--- config.mk ---
export PLATFORM = sky130hd
export DESIGN_NAME = carry_propagation_buffer
export DESIGN_NICKNAME = d
export VERILOG_FILES = /design/src/rtl/carry_propagation_buffer.sv
export SDC_FILE = /design/constraint.sdc
export NUM_CORES = 1
export LEC_CHECK = 0
export CELL_PAD_IN_SITES_DETAIL_PLACEMENT = 1
export CELL_PAD_IN_SITES_GLOBAL_PLACEMENT = 1
export CORE_MARGIN = 2
export CORE_UTILIZATION = 41
export CTS_BUF_LIST = sky130_fd_sc_hd__clkbuf_16
export DETAILED_ROUTE_END_ITERATION = 8
export GPL_TIMING_DRIVEN = 0
export PLACE_DENSITY = 0.77
export SYNTH_ARGS = -nofsm -noshare
export SYNTH_HDL_FRONTEND = slang
export SYNTH_SLANG_ARGS = --single-unit
--- constraint.sdc ---
create_clock -name general_clk -period 2.6 [get_ports general_clk]
set_input_delay 0.78 -clock general_clk [delete_from_list [all_inputs] [get_ports general_clk]]
set_output_delay 0.78 -clock general_clk [all_outputs]
set_load 0.01 [all_outputs]
--- src/rtl/carry_propagation_buffer.sv ---
// Carry-resolving byte output stage: holds the newest unresolved byte plus a run of deferred 0xFF
// bytes and releases them once the carry into them is known. `CARRY_BUF_BYTE_COUNT_EN adds byte_count.
module carry_propagation_buffer #(
  parameter int unsigned RUN_CNT_WIDTH = 16
) (
  input  logic        general_clk,
  input  logic        reset,
  input  logic        in_valid,
  input  logic [7:0]  in_byte,
  input  logic        in_carry,
  output logic        in_ready,
  input  logic        flush,
  output logic        out_valid,
  output logic [7:0]  out_byte,
  input  logic        out_ready,
  output logic        flush_done,
`ifdef CARRY_BUF_BYTE_COUNT_EN
  output logic [31:0] byte_count,
`endif
  output logic        err
);

  localparam logic [2:0] StEmpty    = 3'd0;
  localparam logic [2:0] StHold     = 3'd1;
  localparam logic [2:0] StOutPend  = 3'd2;
  localparam logic [2:0] StOutRun   = 3'd3;
  localparam logic [2:0] StDrainEnd = 3'd4;

  localparam logic [RUN_CNT_WIDTH-1:0] RunMax  = '1;
  localparam logic [RUN_CNT_WIDTH-1:0] RunOne  = RUN_CNT_WIDTH'(1);
  localparam logic [RUN_CNT_WIDTH-1:0] RunZero = '0;

  logic [2:0]               state_q, state_d;
  logic [7:0]               pend_q, pend_d;
  logic [RUN_CNT_WIDTH-1:0] run_cnt_q, run_cnt_d;
  logic [7:0]               run_byte_q, run_byte_d;
  logic [7:0]               emit_q, emit_d;
  logic                     flush_pend_q, flush_pend_d;
  logic                     pend_held_q, pend_held_d;
  logic                     out_valid_q, out_valid_d;
  logic [7:0]               out_byte_q, out_byte_d;
  logic                     flush_done_q, flush_done_d;
  logic                     err_q, err_d;

  logic accept;
  logic seg_done;
  logic start_drain;

  assign in_ready   = !reset && ((state_q == StEmpty) || (state_q == StHold));
  assign accept     = in_valid && in_ready;
  assign out_valid  = out_valid_q;
  assign out_byte   = out_byte_q;
  assign flush_done = flush_done_q;
  assign err        = err_q;

  always_comb begin
    state_d      = state_q;
    pend_d       = pend_q;
    run_cnt_d    = run_cnt_q;
    run_byte_d   = run_byte_q;
    emit_d       = emit_q;
    flush_pend_d = flush_pend_q;
    pend_held_d  = pend_held_q;
    flush_done_d = 1'b0;
    err_d        = err_q;
    seg_done     = 1'b0;
    start_drain  = 1'b0;

    case (state_q)
      StEmpty: begin
        if (accept) begin
          // Nothing is held, so a carry here has nowhere to go.
          if (in_carry) err_d = 1'b1;
          run_cnt_d = RunZero;
          if (flush) begin
            emit_d       = in_byte;
            run_byte_d   = 8'hFF;
            flush_pend_d = 1'b1;
            pend_held_d  = 1'b0;
            state_d      = StOutPend;
          end else begin
            pend_d  = in_byte;
            state_d = StHold;
          end
        end else if (flush) begin
          flush_done_d = 1'b1;
        end
      end

      StHold: begin
        if (accept) begin
          if (!in_carry && (in_byte == 8'hFF)) begin
            if (run_cnt_q == RunMax) begin
              err_d = 1'b1;
            end else begin
              run_cnt_d = run_cnt_q + RunOne;
            end
            start_drain = flush;
          end else begin
            // Carry resolves pend and the run; the new byte becomes the next pend.
            emit_d       = pend_q + {7'd0, in_carry};
            if (in_carry && (pend_q == 8'hFF)) err_d = 1'b1;
            run_byte_d   = in_carry ? 8'h00 : 8'hFF;
            pend_d       = in_byte;
            pend_held_d  = 1'b1;
            flush_pend_d = flush;
            state_d      = StOutPend;
          end
        end else if (flush) begin
          start_drain = 1'b1;
        end
      end

      StOutPend: begin
        if (out_ready) begin
          if (run_cnt_q != RunZero) begin
            state_d = StOutRun;
          end else begin
            seg_done = 1'b1;
          end
        end
      end

      StOutRun: begin
        if (out_ready) begin
          run_cnt_d = run_cnt_q - RunOne;
          if (run_cnt_q == RunOne) seg_done = 1'b1;
        end
      end

      StDrainEnd: begin
        flush_pend_d = 1'b0;
        state_d      = StEmpty;
      end

      default: begin
        state_d = StEmpty;
      end
    endcase

    if (seg_done) begin
      if (!flush_pend_q) begin
        state_d = StHold;
      end else if (pend_held_q) begin
        start_drain = 1'b1;
      end else begin
        state_d = StDrainEnd;
      end
    end

    // A drain emits the still-held pend followed by its (unresolved, hence 0xFF) run.
    if (start_drain) begin
      emit_d       = pend_q;
      run_byte_d   = 8'hFF;
      flush_pend_d = 1'b1;
      pend_held_d  = 1'b0;
      state_d      = StOutPend;
    end

    if (state_d == StDrainEnd) flush_done_d = 1'b1;

    out_valid_d = (state_d == StOutPend) || (state_d == StOutRun);
    if (state_d == StOutPend) begin
      out_byte_d = emit_d;
    end else if (state_d == StOutRun) begin
      out_byte_d = run_byte_d;
    end else begin
      out_byte_d = out_byte_q;
    end
  end

  always_ff @(posedge general_clk or posedge reset) begin
    if (reset) begin
      state_q      <= StEmpty;
      pend_q       <= 8'h00;
      run_cnt_q    <= RunZero;
      run_byte_q   <= 8'h00;
      emit_q       <= 8'h00;
      flush_pend_q <= 1'b0;
      pend_held_q  <= 1'b0;
      out_valid_q  <= 1'b0;
      out_byte_q   <= 8'h00;
      flush_done_q <= 1'b0;
      err_q        <= 1'b0;
    end else begin
      state_q      <= state_d;
      pend_q       <= pend_d;
      run_cnt_q    <= run_cnt_d;
      run_byte_q   <= run_byte_d;
      emit_q       <= emit_d;
      flush_pend_q <= flush_pend_d;
      pend_held_q  <= pend_held_d;
      out_valid_q  <= out_valid_d;
      out_byte_q   <= out_byte_d;
      flush_done_q <= flush_done_d;
      err_q        <= err_d;
    end
  end

`ifdef CARRY_BUF_BYTE_COUNT_EN
  logic [31:0] byte_count_q;

  always_ff @(posedge general_clk or posedge reset) begin
    if (reset) begin
      byte_count_q <= 32'd0;
    end else if (out_valid_q && out_ready) begin
      byte_count_q <= byte_count_q + 32'd1;
    end
  end

  assign byte_count = byte_count_q;
`endif

endmodule

Word-level counts from Yosys, hierarchy flattened
Cells that the tools add are included.
- add/sub/neg operators: 3
- eq/ne operators: 25
- mux-type cells: 71
- reduce and logical (&&, ||, !) cells: 20
- operators with widths (cell ; count):
    8-bit two-way mux ; 17
    16-bit two-way mux ; 5
    16-bit one-hot mux with 3 select lines ; 1
    8-bit one-hot mux with 2 select lines ; 3
    1-bit two-way mux ; 30
    3-bit two-way mux ; 9
    16-bit by 1-bit adder with 16-bit output (second input constant) ; 1
    16-bit by 1-bit equality test with 1-bit output (second input constant) ; 1
    16-bit equality test (second input constant) ; 1
    8-bit equality test (second input constant) ; 2
    16-bit nonzero test ; 1
    16-bit by 1-bit subtractor with 16-bit output (second input constant) ; 1
    5-bit AND reduction ; 3
    2-bit inequality test (second input constant) ; 7
    3-bit by 2-bit equality test with 1-bit output (second input constant) ; 4
    3-bit inequality test (second input constant) ; 4
    3-bit one-hot mux with 4 select lines ; 1
    6-bit AND reduction ; 2
    8-bit by 1-bit adder with 8-bit output ; 1
    3-bit equality test (second input constant) ; 2
    1-bit one-hot mux with 2 select lines ; 3
    3-bit nonzero test ; 2
    1-bit logical AND ; 4
    2-bit nonzero test ; 2
    10 further kinds ; 12
- flip-flop bits (word level): 56
- input bits: 14
- output and inout bits: 12
- logic and storage cells: 130

Depth between registers and ports, before layout
- depth after elaboration: 13
- gate-level depth with buffers: 13
- mapped depth without buffers: 9

Worst setup path before layout
OpenSTA, ideal clock, no wires.
- path type: input to register
- start point: input in_carry
- end point: register out_byte_q[4] (netlist: out_byte[4])
- library setup time: 0.073 ns
- data arrival time: 2.560 ns
- data required time: 2.527 ns
- slack: -0.033 ns
- cell stages on the path: 7
- path buffers: 0
- cells stage by stage: nand2b_1 > nor3_1 > a221oi_1 > a2bb2oi_1 > nor2_2 > mux2_2 > a21oi_2
- longest elaborated chain between the ends: 11
- elaborated cells between the ends (all ways): 30
- RTL lines (what ; line ; text):
    start: declaration ; 10 ; input logic in_carry,
    1-bit logical NOT * ; 92 ; if (!in_carry && (in_byte == 8'hFF)) begin
    1-bit logical AND * ; 92 ;
    3-bit two-way mux or 1-bit two-way mux (tied branches) ; 92 ;
    3-bit two-way mux or 1-bit two-way mux (tied branches) ; 91 ; if (accept) begin
    3-bit one-hot mux with 4 select lines or 1-bit two-way mux (tied branches) ; 69 ; case (state_q)
    3-bit two-way mux or 1-bit two-way mux (tied branches) ; 144 ; end else if (pend_held_q) begin
    3-bit two-way mux or 1-bit two-way mux (tied branches) ; 142 ; if (!flush_pend_q) begin
    3-bit two-way mux or 1-bit two-way mux (tied branches) ; 141 ; if (seg_done) begin
    3-bit two-way mux * ; 152 ; if (start_drain) begin
    via state_d[0] ; 33 ; logic [2:0] state_q, state_d;
    3-bit by 2-bit equality test with 1-bit output (on tied branches) ; 163, 165 ;
    8-bit two-way mux or 2-bit nonzero test (tied branches) ; n/a ;
    end signal: assignment ; 194 ; out_byte_q <= out_byte_d;
    end: declaration ; 41 ; logic [7:0] out_byte_q, out_byte_d;
The timed path passes the listed nets; every way through them passes the cells marked *. The select of a mux whose other input is x is not followed.
A chain may end at the register's enable or synchronous reset.

Worst setup path after layout
- start point: input reset
- end point: register out_byte_q[3] (netlist: out_byte[3])
- longest elaborated chain between the ends: 11
- elaborated cells between the ends (all ways): 28
- RTL lines (what ; line ; text):
    start: declaration ; 7 ; input logic reset,
    1-bit logical NOT (no source line) * ; n/a ;
    1-bit logical AND * ; 49 ; assign in_ready = !reset && ((state_q == StEmpty) || (state_q == StHold));
    1-bit logical AND * ; 50 ; assign accept = in_valid && in_ready;
    3-bit two-way mux (tied with other cells) ; 91 ;
    3-bit one-hot mux with 4 select lines or 1-bit two-way mux (tied branches) ; 69 ;
    3-bit two-way mux or 1-bit two-way mux (tied branches) ; 144 ;
    3-bit two-way mux or 1-bit two-way mux (tied branches) ; 142 ;
    3-bit two-way mux or 1-bit two-way mux (tied branches) ; 141 ;
    3-bit two-way mux or 8-bit two-way mux (tied branches) ; 152 ;
    3-bit by 2-bit equality test with 1-bit output (tied with other cells) ; 163 ; if (state_d == StOutPend) begin
    8-bit two-way mux or 2-bit nonzero test (tied branches) ; n/a ;
Mark *: on every way between the ends. The rest lies on a longest branch, timed or not. The select of a mux whose other input is x is not followed.

==> results_dict.tcl <==
set metrics [dict create \
    groute.layer.met3.usage_pct 3.83 \
    placement.setup.worst_slack_ns -0.976 \
    dp_cells 493 \
    synthesis.yosys.warnings 0 \
    layout_overhead_on_the_synthesized_area_pct 28.0 \
    path_cells "clkdlybuf4s15_2 > or4b_4 > o211ai_4 > and2_4 > nand2b_1 > buf_6 > and4_1 > a211oi_2" \
    worst_path_max_delay_cell "or4b_4" \
    core_um2 7810 \
    synth_area_leader_cell "dfrtp_1" \
    overall_overflow_remaining_after_global_route 0 \
    kind_of_cell_adding_the_most_delay_to_the_critical_path "simple AND/OR/NAND/NOR gates" \
    worstPathRequired_ns 2.81 \
    syn-mean-instance-area_um2 9.19 \
    crit_type "input port to flip-flop" \
    run_status "finished with violations" \
    failed_checks "setup timing" \
    design.portCount 26 \
    wl_per_cell_um 20.3 \
    drcViolationCount 0 \
    grt_setup_unrepaired "true" \
    syn-num-nets 385 \
    grt_first_pass_wirelength_mm 16.7 \
    ys_top_cells_by_count "56 x dfrtp_1, 33 x nor2_1, 29 x nand2_1" \
    hold_path_class "flip-flop to flip-flop" \
    root_buffer "clkbuf_16" \
    dp_hpwl_mm 6.88 \
    final-hold-violation-count 0 \
    finalMaxSlewViolations 0 \
    start_util_pct 43.0 \
    max-slew-margin-rel_pct 59.3 \
    floorplan.die_area_um2 8920 \
    io_buffer_count 25 \
    drt-total-wl_mm 10.5 \
    start_kind "input port" \
    yosysTopAreaCellShare_pct 41.8 \
    cts-buffers-inserted 5 \
    cellLeakagePower_nw 1.76 \
    clk_pin_slew_worst_paths_ns 0.08 \
    synth_enable_flop_cells 0 \
    timing.final.setup_violations 1 \
    track_usage_pct 24.3 \
    timing_worst_slew_pin_value_ns 0.610 \
    synth.distinct_cells 59 \
    fin_worst_skew_ns 0.00548 \
    total_standard_cell_area_after_synthesis_um2 3350 \
    final_core_utilization_pct 55.0 \
    kind_of_capture_point_of_the_worst_setup_path "flip-flop" \
    placementRows 32 \
    vias 3113 \
    drt_iter0_drc 162 \
    routabilityCongestion 0.842 \
    ys_seq_elements 56 \
    synthMostInstantiatedCell "dfrtp_1" \
    maxcap_viol_count 0 \
    worst-path-buf-inv 2 \
    die_height_um 94.5 \
    groute.layer.met2.usage_pct 37.9 \
    place_area_um2 3760 \
    power_density_nw_per_um2 1080 \
    fmax_ghz 0.383 \
    crit_fanout 10 \
    setup_slack_ns -0.0121 \
    groute.layer.met1.usage_pct 35.6 \
    seq_area_frac_synth_pct 41.8 \
    synth-main-ff-cell "dfrtp_1" \
    antenna_found_initial 0 \
    timing.final.crit_share_pct 100 \
    stdcell_area_um2 4290 \
    grt_busiest_layer "met2" \
    fp.dieW_um 94.5 \
    postSynth.asyncResetShare_pct 100 \
    irDropWorstVdd_mv 0.476 \
    fin_nets 436 \
    h-tree-depth 2 \
    tritoncts "done" \
    cts_hold_buf 0 \
    synth.top_cells.by_area "dfrtp_1 42%, mux2_2 4.0%, nor2_1 3.7%" \
    count_of_non_filler_cells_in_the_finished_layout 519 \
    total_power_w 0.00463 \
    first_global_vias 3192 \
    worstSkewPairLatency_ns 0.30 \
    critical_path.max_stage_delay_ns 0.59 \
    layout_cells_sized_above_1_pct 24.5 \
    fin_crit_ns 2.61 \
    critical_path_arrival_ns 2.82 \
    number_of_antenna_diodes 0 \
    synthCells 365 \
    first_pass_iters 4 \
    grt_max_degree 33 \
    vias_per_cell 6.00 \
    cts_sinks 56 \
    bufs_on_longest_clock_path 2 \
    drtAntennaViolNets 0 \
]
[routing by layer]
layer  share of wire (%)  vias to the layer above
met2                  48                       71
met3                 5.0                        7
met1                  47                     1590
li1                    -                     1445
met4                0.68                        0
met5                   0                        -
[worst paths after layout]
| kind | start | end | slack [ns] | depth (start not counted) |
|---|---|---|---|---|
| setup / recovery | reset | out_byte[3] | -0.01 | 8 |
| hold / removal | err | err | 0.47 | 1 |
| setup reg to reg | run_cnt_q[7] | out_byte[3] | 0.05 | 10 |
| hold reg to reg | err | err | 0.47 | 1 |
| max in group asynchronous | reset | pend_q[4] | 1.31 | 3 |
| min in group asynchronous | reset | run_cnt_q[7] | 0.71 | 2 |
[flip-flops by register name, indices dropped and copies added (netlist names)]
signal	cells
emit_q	8
flush_pend_q	1
out_valid	1
err	1
flush_done	1
run_byte_q	8
out_byte	8
pend_q	8
pend_held_q	1
state_q	3
run_cnt_q	16
[cell families (layout without fill, tap and decap cells)]
kind of cell / after synthesis / count (layout) / share of synthesized area [%]
fa+ha+maj: 6 / 6 / 2.24
xor+xnor: 7 / 7 / 1.83
simple gates: 145 / 146 / 23.7
compound gates: 102 / 102 / 20.6
mux: 15 / 15 / 4.92
buf+inv: 34 / 85 / 4.89
flops: 56 / 56 / 41.8
[power by group]
| part | leakage [nW] | total (W) | internal, W | switching, W |
|---|---|---|---|---|
| Sequential | 0.650 | 0.00156 | 0.00122 | 0.000337 |
| Combinational | 1.04 | 0.00234 | 0.00108 | 0.00126 |
| Clock | 0.0767 | 0.000733 | 0.000373 | 0.000360 |
| Total | 1.76 | 0.00463 | 0.00268 | 0.00195 |
[stage by stage]
step           hold slack [ns]  TNS (ns)
6_report                 0.472   -0.0121
3_3_place_gp             0.452    -79.28
4_1_cts                  0.480         0
3_5_place_dp             0.463    -37.52
2_1_floorplan            0.440         0
5_1_grt                  0.490    -0.222
[cells in the final DEF (no fill, tap or decap), types with 8 or more instances in the layout]
cell type	n
a21oi_1	13
and2_1	8
buf_4	19
clkdlybuf4s50_1	12
dfrtp_1	55
dlygate4sd2_1	11
inv_1	15
mux2_2	11
nand2_1	27
nand3_1	13
nor2_1	32
nor3_1	10
o21ai_0	22
o31ai_1	12
[what timing repair did]
| item | in CTS | in global routing |
|---|---|---|
| cloned | 0 | 1 |
| pin swaps | 13 | 11 |
| setup buffers | 16 | 5 |
| endpoints found under the setup margin | 55 | 22 |
| gates resized for setup | 50 | 21 |
[final cells by class]
type                       instances  area (um^2)
clock buffer                       5          125
fill                             898         3510
sequential                        56         1400
buffer                            14         97.6
inverter                          16         60.1
timing repair buffer              47          429
multi-input combinational        276         2020
tap                              102          128
clock inverter                     3         28.8
(Power assumes the default switching activity.)
